**src/rtl/pong_match_controller.sv**
```systemverilog
// Match sequencer for two-player pong: idle -> serve countdown -> play -> point -> serve/over, with pause.
// Holds both scores, the winner and serve direction; motion is enabled only while in PLAY.
module pong_match_controller #(
    parameter int SCORE_W     = 4,
    parameter int WIN_SCORE   = 7,
    parameter int SERVE_DELAY = 60
) (
    input  logic               clk,
    input  logic               rst,
    input  logic               refr_tick,
    input  logic               start_btn,
    input  logic               pause_btn,
    input  logic               miss_left,
    input  logic               miss_right,
    output logic               game_run,
    output logic               pos_reset,
    output logic               serve_right,
    output logic [SCORE_W-1:0] score1,
    output logic [SCORE_W-1:0] score2,
    output logic [1:0]         winner,
    output logic [2:0]         state
);

    typedef enum logic [2:0] {
        S_IDLE  = 3'd0,
        S_SERVE = 3'd1,
        S_PLAY  = 3'd2,
        S_PAUSE = 3'd3,
        S_POINT = 3'd4,
        S_OVER  = 3'd5
    } state_t;

    localparam logic [SCORE_W-1:0] WIN_VAL   = SCORE_W'(WIN_SCORE);
    localparam logic [7:0]         DELAY_VAL = 8'(SERVE_DELAY);

    state_t             r_state;
    logic               r_start_q;
    logic               r_pause_q;
    logic [7:0]         r_serve_cnt;
    logic               r_point_right;
    logic               r_game_run;
    logic               r_pos_reset;
    logic               r_serve_right;
    logic [SCORE_W-1:0] r_score1;
    logic [SCORE_W-1:0] r_score2;
    logic [1:0]         r_winner;

    logic               w_start_press;
    logic               w_pause_press;
    logic [SCORE_W-1:0] w_score1_inc;
    logic [SCORE_W-1:0] w_score2_inc;

    assign w_start_press = start_btn & ~r_start_q;
    assign w_pause_press = pause_btn & ~r_pause_q;
    assign w_score1_inc  = r_score1 + SCORE_W'(1);
    assign w_score2_inc  = r_score2 + SCORE_W'(1);

    always_ff @(posedge clk) begin
        if (rst) begin
            r_state       <= S_IDLE;
            r_start_q     <= 1'b1;   // a button held through reset must not look like a press
            r_pause_q     <= 1'b1;
            r_serve_cnt   <= 8'd0;
            r_point_right <= 1'b0;
            r_game_run    <= 1'b0;
            r_pos_reset   <= 1'b0;
            r_serve_right <= 1'b1;
            r_score1      <= '0;
            r_score2      <= '0;
            r_winner      <= 2'b00;
        end else begin
            r_start_q   <= start_btn;
            r_pause_q   <= pause_btn;
            r_pos_reset <= 1'b0;
            case (r_state)
                S_IDLE, S_OVER: begin
                    if (w_start_press) begin
                        r_state       <= S_SERVE;
                        r_pos_reset   <= 1'b1;
                        r_serve_cnt   <= DELAY_VAL;
                        r_score1      <= '0;
                        r_score2      <= '0;
                        r_winner      <= 2'b00;
                        r_serve_right <= 1'b1;
                    end
                end
                S_SERVE: begin
                    if (refr_tick) begin
                        if (r_serve_cnt == 8'd1) begin
                            r_state    <= S_PLAY;
                            r_game_run <= 1'b1;
                        end
                        if (r_serve_cnt != 8'd0)
                            r_serve_cnt <= r_serve_cnt - 8'd1;
                    end
                end
                S_PLAY: begin
                    // a simultaneous double miss is credited to player 2 only
                    if (miss_right || miss_left) begin
                        r_state       <= S_POINT;
                        r_game_run    <= 1'b0;
                        r_point_right <= miss_right;
                    end else if (w_pause_press) begin
                        r_state    <= S_PAUSE;
                        r_game_run <= 1'b0;
                    end
                end
                S_PAUSE: begin
                    if (w_pause_press) begin
                        r_state    <= S_PLAY;
                        r_game_run <= 1'b1;
                    end
                end
                S_POINT: begin
                    r_serve_right <= r_point_right;
                    if (r_point_right) begin
                        r_score2 <= w_score2_inc;
                        if (w_score2_inc == WIN_VAL) begin
                            r_state  <= S_OVER;
                            r_winner <= 2'b10;
                        end else begin
                            r_state     <= S_SERVE;
                            r_pos_reset <= 1'b1;
                            r_serve_cnt <= DELAY_VAL;
                        end
                    end else begin
                        r_score1 <= w_score1_inc;
                        if (w_score1_inc == WIN_VAL) begin
                            r_state  <= S_OVER;
                            r_winner <= 2'b01;
                        end else begin
                            r_state     <= S_SERVE;
                            r_pos_reset <= 1'b1;
                            r_serve_cnt <= DELAY_VAL;
                        end
                    end
                end
                default: begin
                    r_state    <= S_IDLE;
                    r_game_run <= 1'b0;
                end
            endcase
        end
    end

    assign game_run    = r_game_run;
    assign pos_reset   = r_pos_reset;
    assign serve_right = r_serve_right;
    assign score1      = r_score1;
    assign score2      = r_score2;
    assign winner      = r_winner;
    assign state       = r_state;

endmodule
```
**config.mk**
```make
export PLATFORM = sky130hd
export DESIGN_NAME = pong_match_controller
export DESIGN_NICKNAME = d
export VERILOG_FILES = /design/src/rtl/pong_match_controller.sv
export SDC_FILE = /design/constraint.sdc
export NUM_CORES = 1
export LEC_CHECK = 0
export CAP_MARGIN = 0
export CORE_MARGIN = 2
export CORE_UTILIZATION = 55
export CTS_BUF_LIST = sky130_fd_sc_hd__clkbuf_8
export DETAILED_ROUTE_END_ITERATION = 10
export PLACE_DENSITY = 0.81
export SYNTH_ARGS = -nofsm -noshare
export SYNTH_HDL_FRONTEND = slang
export SYNTH_SLANG_ARGS = --single-unit
```
**constraint.sdc**
```tcl
create_clock -name clk -period 2.7 [get_ports clk]
set_clock_uncertainty 0.05 [all_clocks]
set_input_delay 0.405 -clock clk [delete_from_list [all_inputs] [get_ports clk]]
set_output_delay 0.405 -clock clk [all_outputs]
set_load 0.01 [all_outputs]
```
# After elaboration in Yosys (flattened, before gate mapping)
# Cells that the tools add are included.
# word_totals
mem_count	0
regBits	27
mem_bits_ro	0
ramBits	0
word_cells	94
out_inout_bits	16
latchBits	0
# classes
bitwise	5
add_sub_neg	3
mul	0
shift	0
n_div	0
n_eq_ne	20
n_reduce_logical	15
mux	40
n_lt_le_gt_ge	0
# op_table
op	n
2-to-1 mux 8 bit	6
2-to-1 mux 3 bit	9
one-hot mux 8 bit (3 select lines)	1
one-hot mux 4 bit (2 select lines)	2
inequality test 3 bit (second input constant)	5
one-hot mux 3 bit (5 select lines)	1
inequality test 2 bit (second input constant)	7
2-to-1 mux 4 bit	3
2-to-1 mux 1 bit	10
AND reduction 5 bit	2
adder 4 x 1 -> 4 bit (second input constant)	2
== test 4 x 3 -> 1 bit (second input constant)	2
== test 8 x 1 -> 1 bit (second input constant)	1
2-to-1 mux 2 bit	4
nonzero test 8 bit	1
subtractor 8 x 1 -> 8 bit (second input constant)	1
== test 3 x 2 -> 1 bit (second input constant)	2
== test 3 bit (second input constant)	2
AND reduction 3 bit	2
AND reduction 6 bit	1
one-hot mux 1 bit (2 select lines)	2
one-hot mux 1 bit (4 select lines)	1
one-hot mux 2 bit (2 select lines)	1
AND reduction 2 bit	2
10 further kinds	13

# Logic depth before layout (Yosys ltp)
# Gate-level depths: netlist (run 1).
# depth
depth_word	5
mapped_depth	9
depth_no_buf	8

# Least setup slack after synthesis (run 1)
# OpenSTA, ideal clock, no wires.
# synth_path
kind	flip-flop to flip-flop
start	register r_score1[0] (netlist: score1[0])
end	register r_serve_cnt[4]
arrival_ps	2035
slack_ps	545
stages_incl_launch_ff	9
synth_period_minus_slack_ps	2155
setup_ps	70
cell_sequence	dfxtp_1 inv_1 ha_1 nor2b_1 and3_1 a32oi_4 a311oi_4 or4_1 a21oi_1
# synth_via
elab_chain_len	4
# synth_lines
item	line_no	source
start, declared	44	logic [SCORE_W-1:0] r_score1;
start signal, assigned	127	r_score1 <= w_score1_inc;
adder 4 x 1 -> 4 bit	55	assign w_score1_inc = r_score1 + SCORE_W'(1);
== test 4 x 3 -> 1 bit	128	if (w_score1_inc == WIN_VAL) begin
inequality test 3 bit (no line)	--	
AND reduction 6 bit (no line)	--	
end signal, assigned	94	r_serve_cnt <= r_serve_cnt - 8'd1;
end, declared	39	logic [7:0] r_serve_cnt;
# No other way between the ends.
# A chain may end at the register's enable or synchronous reset.

# Worst setup path after layout (run 1)
# Same ends and word-level chain as after synthesis.

==> results of run 1 <==
## routing by layer
metal  track usage  routed length, um  vias to the layer above
met3        0.0276                136                        6
met2         0.370               1620                       43
met1         0.283               1510                      659
met5             0                  0                        -
met4        0.0664                 44                        0
li1              -                  -                      728
## where the power goes
group / switching (uW) / total (uW) / internal, uW
sequential: 39.1 / 465 / 426
combinational: 127 / 229 / 102
clock: 126 / 231 / 105
total: 292 / 924 / 632
## final timing paths
check            start              to
max reg2reg  score1[0]  r_serve_cnt[4]
min reg2reg   game_run        game_run
min           game_run        game_run
max          score1[0]  r_serve_cnt[4]
## worst min-delay path: cells and delay by family (launching register included)
family             cells  cell delay, ns
AOI/OAI and AO/OA      1            0.05
and+or+nand+nor        1            0.05
DFF                    1            0.32
## synthesized netlist by cell type (all sizes together)
cell type	instances
dfxtp	27
xor2	2
maj3	1
a21oi	15
or3b	1
a22oi	3
a311o	1
nand4	2
o31ai	1
buf	3
a2bb2oi	1
or2	5
nand4b	1
o21a	3
nor2b	1
a41oi	2
clkbuf	8
a311oi	6
nand2b	3
a31oi	6
a32o	1
and2	1
o21bai	1
ha	6
inv	6
a21boi	1
a211o	1
o21ai	10
nand2	20
a32oi	1
nor3	8
a211oi	1
nand3	2
and3	1
nor4	1
nor2	32
nand3b	1
nor3b	5
or4	2
## logic make-up after synthesis
| logic type | Yosys count | share of synthesized area |
|---|---|---|
| flops | 27 | 0.353 |
| compound gates | 54 | 0.260 |
| buf+inv | 17 | 0.0442 |
| simple gates | 86 | 0.276 |
| fa+ha+maj | 7 | 0.0556 |
| xor+xnor | 2 | 0.0114 |
## through the flow
step	cell area (um2)	utilization	hold WS, ns	cells
6_report	1820	0.670	0.415	242
4_1_cts	1820	0.670	0.419	242
3_5_place_dp	1770	0.652	0.406	238
3_3_place_gp	1770	0.652	0.398	238
2_1_floorplan	1530	-	0.413	193
5_1_grt	1820	0.670	0.453	242
## registers in the layout (all words and copies together) (netlist names)
register       cells
r_serve_cnt        8
game_run           1
state              3
pos_reset          1
winner             2
score1             4
r_start_q          1
serve_right        1
r_pause_q          1
score2             4
r_point_right      1
## final cells by class
type | instances | area share
Timing Repair Buffer | 25 | 0.134
Clock buffer | 3 | 0.0227
Multi-Input combinational cell | 149 | 0.508
Clock inverter | 1 | 0.00414
Tap cell | 31 | 0.0214
Inverter | 6 | 0.0124
Sequential cell | 27 | 0.298
==> flow_summary.json, run 1 <==
{
  "outcome": "finished, final reports clean",
  "cp_cell_sequence": "inv_1 > ha_1 > nor2b_1 > and3_1 > a32oi_4 > a311oi_4 > or4_1 > a21oi_1",
  "arrival_ns": 2.46,
  "pin_count": 23,
  "dp_hpwl_um": 2430,
  "end_kind": "register",
  "fin_total_pwr_uw": 924,
  "syn_inst": 193,
  "wl_per_cell_um": 13.7,
  "slowest_delay_ns": 0.51,
  "crit_buf_inv": 1,
  "yosysWarnings": 0,
  "core_um2": 2710,
  "crit_cells": 8,
  "port_buffers": 22,
  "vias_per_cell": 5.93,
  "fillers": 220,
  "critical-path-top-delay-family": "simple AND/OR/NAND/NOR gates",
  "leakage_uw": 0.000608,
  "ys_seq_area_frac": 0.353,
  "start_kind": "register",
  "tightest_slew_ns": 0.529,
  "ctsHoldBuffers": 0,
  "vdd_drop_max_mv": 0.391,
  "cts_buffers": 3,
  "vias": 1436,
  "tns_ns": 0,
  "post-place-ws_ns": 0.287,
  "start_util": 0.565,
  "clockBufferDepth": 2,
  "seqCellArea_um2": 541,
  "grt_setup_unrepaired": "false",
  "ys_seq_elements": 27,
  "drt.antenna.violating_nets": 0,
  "rr_worst_depth": 8,
  "antenna_cells": 0,
  "netlist_area_um2": 1530,
  "slowest_stage": "or4_1",
  "drtPass1Iterations": 4,
  "fmax_mhz": 432,
  "die-width_um": 56.7,
  "grt_pass1_vias": 1353,
  "grt-ovfl-total": 0,
  "cts.sinks": 27,
  "synth.avg_cell_area_um2": 7.93,
  "cellPowerDensity_nw_per_um2": 509,
  "clk_pin_slew_ns": 0.10,
  "wl_um": 3310,
  "final-hold-violation-count": 0,
  "gp_congestion": 0.924,
  "grt_max_degree": 17,
  "fin_ws_ns": 0.387,
  "root_buffer": "clkbuf_8",
  "yosys.area.top_type": "dfxtp_1",
  "cts_setup_buffers": 0,
  "critical_path.max_fanout": 9,
  "hp-class": "reg -> reg",
  "rows": 19,
  "final_common_cell": "nor2_1",
  "insertion_delay_ns": 0.27,
  "max-slew-margin-rel": 0.647,
  "fin_nets": 225,
  "layout_common_cells": "nor2_1, dfxtp_1, clkdlybuf4s50_1, nand2_1, a21oi_1",
  "period_share": 0.857,
  "drv_cap": 0,
  "setup_violations": 0,
  "syn_nets": 206,
  "drive_above_1_share": 0.0853,
  "antenna_found_initial": 0,
  "grt_use_total": 0.216,
  "area_delta_synth_final_pct": 18.6,
  "netlist.area_leader.share": 0.353,
  "post_cts_resized": 0,
  "htree_levels": 1,
  "drc_errors": 0,
  "grt_pass1_wl_um": 5690,
  "dieArea_um2": 3220,
  "cts_tree": "yes",
  "dr.first_iter.drc_count": 106,
  "regToRegSetupSlack_ns": 0.39,
  "multi_input_area_um2": 922,
  "netlist_top_cells_area": "dfxtp_1, nor2_1, a21oi_1",
  "crit_required_ns": 2.84,
  "synthDistinctLibCells": 45,
  "worstSetupPathType": "reg -> reg",
  "hold_path_depth": 2,
  "period_minus_slack_ns": 2.31,
  "slew_viol_final": 0,
  "die_h_um": 56.7
}
Note: power is estimated with default switching activity, not from simulation.
==> run 2: changes to the inputs <==
--- a/config.mk
+++ b/config.mk
@@ -6,7 +6,8 @@
 export NUM_CORES = 1
 export LEC_CHECK = 0
 export CAP_MARGIN = 0
-export CORE_MARGIN = 2
+export CORE_ASPECT_RATIO = 1.75
+export CORE_MARGIN = 5
 export CORE_UTILIZATION = 55
 export CTS_BUF_LIST = sky130_fd_sc_hd__clkbuf_8
 export DETAILED_ROUTE_END_ITERATION = 10
==> flow_summary.json, run 2 (same netlist as run 1, synthesis figures left out) <==
{
  "antenna_found_initial": 0,
  "grt_pass1_wl_um": 6430,
  "wl_per_cell_um": 15.6,
  "largest-register": "r_serve_cnt",
  "max-slew-margin-rel": 0.636,
  "largest_register_ffs": 8,
  "final_common_cell": "nor2_1",
  "place_inst": 236,
  "vdd_drop_max_mv": 0.399,
  "leakage_uw": 0.000623,
  "pin_count": 23,
  "end_kind": "register",
  "dr_wl_met2_um": 2120,
  "drtPass1Iterations": 4,
  "core_um2": 2690,
  "drv_cap": 0,
  "area_delta_synth_final_pct": 19.1,
  "vias": 1446,
  "dp_hpwl_um": 2850,
  "cts.sinks": 27,
  "worstSetupPathType": "reg -> reg",
  "rr_worst_depth": 8,
  "start_kind": "register",
  "slew_viol_final": 0,
  "clockBufferDepth": 2,
  "layout_common_cells": "nor2_1, dfxtp_1, clkdlybuf4s50_1, nand2_1, a21oi_1",
  "cts_setup_buffers": 0,
  "antenna_cells": 0,
  "fin_total_pwr_uw": 942,
  "vias_per_cell": 6.03,
  "hold_path_depth": 2,
  "dr.first_iter.drc_count": 42,
  "crit_required_ns": 2.87,
  "arrival_ns": 2.45,
  "fmax_mhz": 438,
  "htree_levels": 1,
  "ctsHoldBuffers": 0,
  "die-width_um": 49.9,
  "period_share": 0.845,
  "root_buffer": "clkbuf_8",
  "grt_use_total": 0.207,
  "hold_path_startpoint": "game_run",
  "port_buffers": 22,
  "grt-ovfl-total": 0,
  "wl_met3_um": 111,
  "outcome": "finished, final reports clean",
  "wl_met1_um": 1390,
  "critical_path.max_fanout": 9,
  "grt_setup_unrepaired": "false",
  "period_minus_slack_ns": 2.28,
  "clk_pin_slew_ns": 0.09,
  "grt_pass1_vias": 1449,
  "cellPowerDensity_nw_per_um2": 517,
  "final-hold-violation-count": 0,
  "die_h_um": 79.8,
  "grt_max_degree": 28,
  "cts_tree": "yes",
  "tightest_slew_ns": 0.540,
  "start_util": 0.569,
  "tns_ns": 0,
  "rows": 25,
  "r2r-start": "score1[0]",
  "fin_nets": 227,
  "dieArea_um2": 3980,
  "wl_um": 3740,
  "post_cts_resized": 0,
  "drc_errors": 0,
  "drt.antenna.violating_nets": 0,
  "post-route-util": 0.677,
  "drive_above_1_share": 0.0892,
  "cts_buffers": 3,
  "hp-class": "reg -> reg",
  "setup_violations": 0,
  "insertion_delay_ns": 0.28,
  "gp_congestion": 0.846,
  "startpoint": "score1[0]",
  "fin_cells": 240,
  "top_layer": "met4"
}
==> run 2: final timing paths <==
kind / slack, ns / to
setup / recovery: 0.42 / r_serve_cnt[4]
hold reg to reg: 0.41 / game_run
hold / removal: 0.41 / game_run
setup reg to reg: 0.42 / r_serve_cnt[4]
==> run 2: critical path, stage by stage (launching register included) <==
cell	delay, ns
dfxtp_1	0.44
inv_1	0.07
ha_1	0.19
nor2b_1	0.17
and3_1	0.23
a32oi_4	0.25
a311oi_4	0.18
or4_1	0.50
a21oi_1	0.12
==> run 2: cell type report <==
| class | instances | area, um2 |
|---|---|---|
| Multi-Input combinational cell | 149 | 922 |
| Fill cell | 229 | 868 |
| Sequential cell | 27 | 541 |
| Timing Repair Buffer | 27 | 258 |
| Clock buffer | 3 | 41.3 |
| Tap cell | 27 | 33.8 |
| Inverter | 6 | 22.5 |
| Clock inverter | 1 | 3.75 |
==> run 2: metal layers <==
metal	global-route usage	vias up
met5	0	-
met4	0.126	0
met3	0.0280	8
met2	0.389	40
met1	0.203	668
li1	-	730
==> run 2: metrics by stage <==
| stage | hold WS (ns) | cell area, um2 | worst slack [ns] |
|---|---|---|---|
| after CTS | 0.417 | 1820 | 0.410 |
| after global placement | 0.397 | 1780 | 0.492 |
| final | 0.414 | 1820 | 0.419 |
| after global routing | 0.460 | 1820 | 0.268 |
| after floorplan | 0.413 | 1530 | 0.545 |
| after detailed placement | 0.403 | 1780 | 0.435 |
==> run 2: where the power goes <==
part	internal [uW]	total [uW]	switching (uW)
registers	426	464	38.1
clock network	102	230	127
logic	113	248	135
